### src/rtl/sync_fifo_flex.sv
// Single-clock FIFO with FWFT/registered-read modes, fill level, thresholds, flush and watermark.
// Optional macro SYNC_FIFO_FLEX_WATERMARK_EN adds clr_max input and max_level output.
module sync_fifo_flex #(
    parameter int unsigned DATA_WIDTH    = 32,
    parameter int unsigned FIFO_DEPTH    = 16,
    parameter int unsigned FWFT          = 0,
    parameter int unsigned AFULL_THRESH  = FIFO_DEPTH - 2,
    parameter int unsigned AEMPTY_THRESH = 1
) (
    input  logic                          clk,
    input  logic                          rst,
    input  logic                          en,
    input  logic                          flush,
    input  logic [DATA_WIDTH-1:0]         data_in,
    input  logic                          wr,
    output logic [DATA_WIDTH-1:0]         data_out,
    output logic                          valid,
    input  logic                          rd,
    output logic                          empty,
    output logic                          full,
    output logic                          almost_empty,
    output logic                          almost_full,
    output logic [$clog2(FIFO_DEPTH):0]   level,
    output logic                          underrun,
`ifdef SYNC_FIFO_FLEX_WATERMARK_EN
    input  logic                          clr_max,
    output logic [$clog2(FIFO_DEPTH):0]   max_level,
`endif
    output logic                          overrun
);

    localparam int unsigned AW = $clog2(FIFO_DEPTH);
    localparam int unsigned LW = AW + 1;
    localparam logic [LW-1:0] DepthL   = LW'(FIFO_DEPTH);
    localparam logic [LW-1:0] AfullL   = LW'(AFULL_THRESH);
    localparam logic [LW-1:0] AemptyL  = LW'(AEMPTY_THRESH);
    localparam logic [LW-1:0] OneL     = LW'(1);

    if (FIFO_DEPTH < 2 || (FIFO_DEPTH & (FIFO_DEPTH - 1)) != 0) begin : g_bad_depth
        $error("FIFO_DEPTH must be a power of two and at least 2");
    end

    logic [DATA_WIDTH-1:0] mem_q [FIFO_DEPTH];

    logic [LW-1:0] wr_ptr_q, wr_ptr_d;
    logic [LW-1:0] rd_ptr_q, rd_ptr_d;
    logic          underrun_q, underrun_d;
    logic          overrun_q, overrun_d;
    logic          do_read, do_write;
    logic [AW-1:0] rd_idx, wr_idx;

    assign rd_idx = rd_ptr_q[AW-1:0];
    assign wr_idx = wr_ptr_q[AW-1:0];

    // Extra pointer MSB makes the modular difference distinguish full from empty.
    assign level        = wr_ptr_q - rd_ptr_q;
    assign empty        = (level == '0);
    assign full         = (level == DepthL);
    assign almost_empty = (level <= AemptyL);
    assign almost_full  = (level >= AfullL);
    assign underrun     = underrun_q;
    assign overrun      = overrun_q;

    always_comb begin
        do_read    = en & rd & ~empty & ~flush;
        // A full FIFO still takes a write when a read frees a slot on the same edge.
        do_write   = en & wr & ~flush & (~full | do_read);
        wr_ptr_d   = wr_ptr_q;
        rd_ptr_d   = rd_ptr_q;
        if (en && flush) begin
            rd_ptr_d = wr_ptr_q;
        end else begin
            if (do_write) wr_ptr_d = wr_ptr_q + OneL;
            if (do_read)  rd_ptr_d = rd_ptr_q + OneL;
        end
        underrun_d = en & rd & empty & ~wr & ~flush;
        overrun_d  = en & wr & full & ~rd & ~flush;
    end

    always_ff @(posedge clk or posedge rst) begin
        if (rst) begin
            wr_ptr_q   <= '0;
            rd_ptr_q   <= '0;
            underrun_q <= 1'b0;
            overrun_q  <= 1'b0;
        end else begin
            wr_ptr_q   <= wr_ptr_d;
            rd_ptr_q   <= rd_ptr_d;
            underrun_q <= underrun_d;
            overrun_q  <= overrun_d;
        end
    end

    always_ff @(posedge clk) begin
        if (do_write) begin
            mem_q[wr_idx] <= data_in;
        end
    end

    if (FWFT != 0) begin : g_fwft
        // Forced to zero while empty so the output is defined during and after reset.
        assign data_out = empty ? '0 : mem_q[rd_idx];
        assign valid    = ~empty;
    end else begin : g_reg_read
        logic [DATA_WIDTH-1:0] dout_q, dout_d;
        logic                  valid_q, valid_d;

        always_comb begin
            dout_d  = dout_q;
            valid_d = valid_q;
            if (en) begin
                valid_d = do_read;
                if (do_read) dout_d = mem_q[rd_idx];
            end
        end

        always_ff @(posedge clk or posedge rst) begin
            if (rst) begin
                dout_q  <= '0;
                valid_q <= 1'b0;
            end else begin
                dout_q  <= dout_d;
                valid_q <= valid_d;
            end
        end

        assign data_out = dout_q;
        assign valid    = valid_q;
    end

`ifdef SYNC_FIFO_FLEX_WATERMARK_EN
    logic [LW-1:0] max_level_q, max_level_d;
    logic [LW-1:0] level_next;

    always_comb begin
        level_next  = wr_ptr_d - rd_ptr_d;
        max_level_d = max_level_q;
        if (en && flush) begin
            max_level_d = '0;
        end else if (en && clr_max) begin
            max_level_d = level_next;
        end else if (level_next > max_level_q) begin
            max_level_d = level_next;
        end
    end

    always_ff @(posedge clk or posedge rst) begin
        if (rst) begin
            max_level_q <= '0;
        end else begin
            max_level_q <= max_level_d;
        end
    end

    assign max_level = max_level_q;
`endif

endmodule

### config.mk
export PLATFORM = sky130hd
export DESIGN_NAME = sync_fifo_flex
export DESIGN_NICKNAME = d
export VERILOG_FILES = /design/src/rtl/sync_fifo_flex.sv
export SDC_FILE = /design/constraint.sdc
export NUM_CORES = 1
export LEC_CHECK = 0
export CAP_MARGIN = 15
export CELL_PAD_IN_SITES_DETAIL_PLACEMENT = 0
export CELL_PAD_IN_SITES_GLOBAL_PLACEMENT = 2
export CORE_MARGIN = 10
export CORE_UTILIZATION = 48
export CTS_CLUSTER_DIAMETER = 200
export DETAILED_ROUTE_END_ITERATION = 6
export GPL_ROUTABILITY_DRIVEN = 0
export PLACE_DENSITY = 0.79
export SETUP_SLACK_MARGIN = 0.5
export SLEW_MARGIN = 20
export SYNTH_ARGS = -nofsm -noshare
export SYNTH_HDL_FRONTEND = slang
export SYNTH_SLANG_ARGS = --single-unit
### constraint.sdc
create_clock -name clk -period 4.7 [get_ports clk]
set_clock_uncertainty 0.05 [all_clocks]
set_input_delay 0.47 -clock clk [delete_from_list [all_inputs] [get_ports clk]]
set_output_delay 0.47 -clock clk [all_outputs]
set_load 0.02 [all_outputs]
==> out/qor.yml <==
final.period_utilization_pct: 82.22
antenna_found_initial: 0
synth_compound_area_share_pct: 1.401
drc: 0
ir_drop_uv: 618.5
dp.cells: 1711
netlist_area_sq_um: 21610
antenna_cells: 0
synth_seq_cells: 557
drt-wirelength-per-cell_um: 24.96
cts_root_buf: "clkbuf_16"
startpoint_type: "flop"
setup_viol_count_final: 0
grt_pass1_wl_um: 69210
syn_area_per_cell_sq_um: 20.33
cts-buffers-inserted: 55
min_path_type: "primary input to async pin"
io_pins: 82
port_buffers: 81
yosys.area_share.adder_pct: 0.6136
ys_warn_count: 0
worstPathArrival_ns: 3.34
grt_max_degree: 87
grtUsageTotal_pct: 17.06
n_fill_cell: 3330
rows: 77
gr-total-overflow: 0
yosys.area_share.simple_pct: 4.457
yosys.area.top_type: "edfxtp_1"
final_common_cell: "edfxtp_1"
clockPowerShare_pct: 29.5
synth_top_family_by_area: "multiplexers"
ctsHoldBuffers: 0
vias: 10417
worst_pin_slew_ns: 0.9754
cp.required_ns: 4.18
place_area_sq_um: 23260
initial_core_util_pct: 48.67
power.density_nw_per_um2: 576.4
hold_viol: 0
path_clk_slew_ns: 0.06
synth_xor_area_share_pct: 0.3994
coreArea_sq_um: 44410
muxShareOfSynthArea_pct: 15.10
die_area_sq_um: 53920
drt_pass1_iterations: 4
outcome: "finished clean"
p_switching_w: 0.004314
syn_inst: 1063
reg2reg_to: "mem_q[15][11]"
crit_path_max_fanout: 5
die_y_um: 232.2
final_cell_area_sq_um: 25040
area_growth_pct: 15.86
sequentialPowerShare_pct: 41.0
slew_headroom_pct: 34.97
synth_nets: 1111
reg2reg_from: "wr_ptr_q[0]"
internal_power_w: 0.01012
cellLeakagePower_nw: 8.283
clockBufferDepth: 3
rsz0062_at_grt: "no"
sw_frac_of_total_pct: 29.89
layout_common_cells: "edfxtp_1 (512), nand2_1 (136), mux4_2 (128)"
yosysUniqueCellTypes: 40
fmax_mhz: 258.8
htree_levels: 2
drv_cap: 0
die_x_um: 232.2
clock-sinks: 557
path_class: "flop to output pin"
period_needed_ns: 3.864
finalNonFillerCells: 1816
wl_um: 45330
via_per_inst: 5.736
cts_tree: "yes"
slew_viol_final: 0
ant_nets: 0
netlist.area_leader.share_pct: 71.13
worst_setup_path_end_kind: "output pin"
dp_hpwl_um: 26430
yosysSeqAreaShare_pct: 76.34
synthTopCellsByArea: "edfxtp_1 (71%), mux4_2 (13%), dfrtp_1 (5.2%), nand2_1 (2.4%), mux2_2 (1.7%)"
fin_nets: 1225
first_iter_violations: 859
drive_gt1_share_pct: 24.51
insertion_delay_ns: 0.60
reg2reg_slack_ns: 1.09
comb_power_share_pct: 29.5
rr_worst_depth: 11
grt_pass1_vias: 10908
tns_ns: 0
p_total_w: 0.01443
stage by stage:
step / setup WS, ns / utilization, % / hold WS (ns)
6_report: 0.8357 / 56.38 / 0.3284
5_1_grt: 0.6524 / 56.38 / 0.3831
4_1_cts: 0.5135 / 56.33 / 0.3482
3_5_place_dp: 1.029 / 52.37 / 0.4463
3_3_place_gp: 1.018 / 52.37 / 0.4380
2_1_floorplan: 0.9890 / - / 0.4304
how the worst max path moves through the flow:
stage | from | end | slack (ns) | cells past startpoint
floorplan | rd_ptr_q[2] | mem_q[7][0] | 0.99 | 12
finish | wr_ptr_q[0] | almost_full | 0.84 | 9
global placement | rd_ptr_q[1] | mem_q[15][11] | 1.02 | 9
detailed placement | rd_ptr_q[1] | mem_q[15][11] | 1.03 | 9
global route | wr_ptr_q[0] | almost_full | 0.65 | 9
CTS | rd_ptr_q[1] | empty | 0.51 | 7
layout make-up:
| type | instances | area, sq um | share of cell area [%] |
|---|---|---|---|
| Sequential cell | 557 | 16510 | 65.94 |
| Multi-Input combinational cell | 438 | 4781 | 19.09 |
| Clock buffer | 73 | 1494 | 5.966 |
| Timing Repair Buffer | 113 | 1206 | 4.817 |
| Tap cell | 592 | 740.7 | 2.958 |
| Clock inverter | 31 | 262.8 | 1.049 |
| Inverter | 12 | 45.04 | 0.1799 |
kinds of logic after synthesis:
kind of cell             count (synthesis)
multiplexers                           162
flip-flops                             557
XOR/XNOR                                 9
AND/OR/NAND/NOR                        210
AO/OA/AOI/OAI                           47
adder cells (fa/ha/maj)                 10
buffers and inverters                   68
power by group through the flow:
stage,Combinational (W),Clock [W],Sequential (W)
floorplan,0.00277,0,0.00611
global placement,0.00430,0,0.00604
detailed placement,0.00429,0,0.00605
CTS,0.00431,0.00434,0.00595
global route,0.00462,0.00454,0.00595
finish,0.00426,0.00425,0.00591
registers in the layout, indices dropped and copies added, names as in the netlist:
name,flops
underrun,1
valid,1
mem_q,512
data_out,32
rd_ptr_q,5
overrun,1
wr_ptr_q,5
critical path: stages (launching register included):
cell and delay [ns]:
dfrtp_1 0.42, inv_1 0.14, ha_1 0.25, fa_1 0.40, nand2b_1 0.16, a21oi_1 0.22
xor2_2 0.29, inv_2 0.11, a31o_2 0.22, clkdlybuf4s50_1 0.54
repair_timing:
action	CTS	global route
setup buffers	0	1
gates resized for setup	0	2
endpoints found under the setup margin	0	2
per-layer routing:
layer	up-vias	track usage, %	wire (um)
li1	4535	-	-
met1	5530	23.19	19450
met2	290	27.86	22600
met3	62	2.749	2320
met4	0	5.371	957
met5	-	0	0
synthesized netlist by cell type, drive strengths merged:
| library cell | number |
|---|---|
| a21oi | 4 |
| mux2 | 33 |
| nor4 | 1 |
| mux2i | 1 |
| nand4 | 2 |
| a211o | 1 |
| buf | 36 |
| and2 | 3 |
| mux4 | 128 |
| a32oi | 1 |
| nand2 | 136 |
| a31o | 2 |
| xor2 | 5 |
| o21ai | 3 |
| dfrtp | 45 |
| ha | 9 |
| nor3 | 3 |
| nand2b | 1 |
| o22ai | 1 |
| clkbuf | 20 |
| nand3 | 3 |
| fa | 1 |
| a221o | 2 |
| edfxtp | 512 |
| nand4b | 2 |
| xnor2 | 4 |
| clkinv | 1 |
| and3 | 48 |
| nor3b | 2 |
| nor2 | 6 |
| nor2b | 3 |
| a31oi | 33 |
| inv | 11 |
No activity file was read; power rests on OpenSTA's default activity.
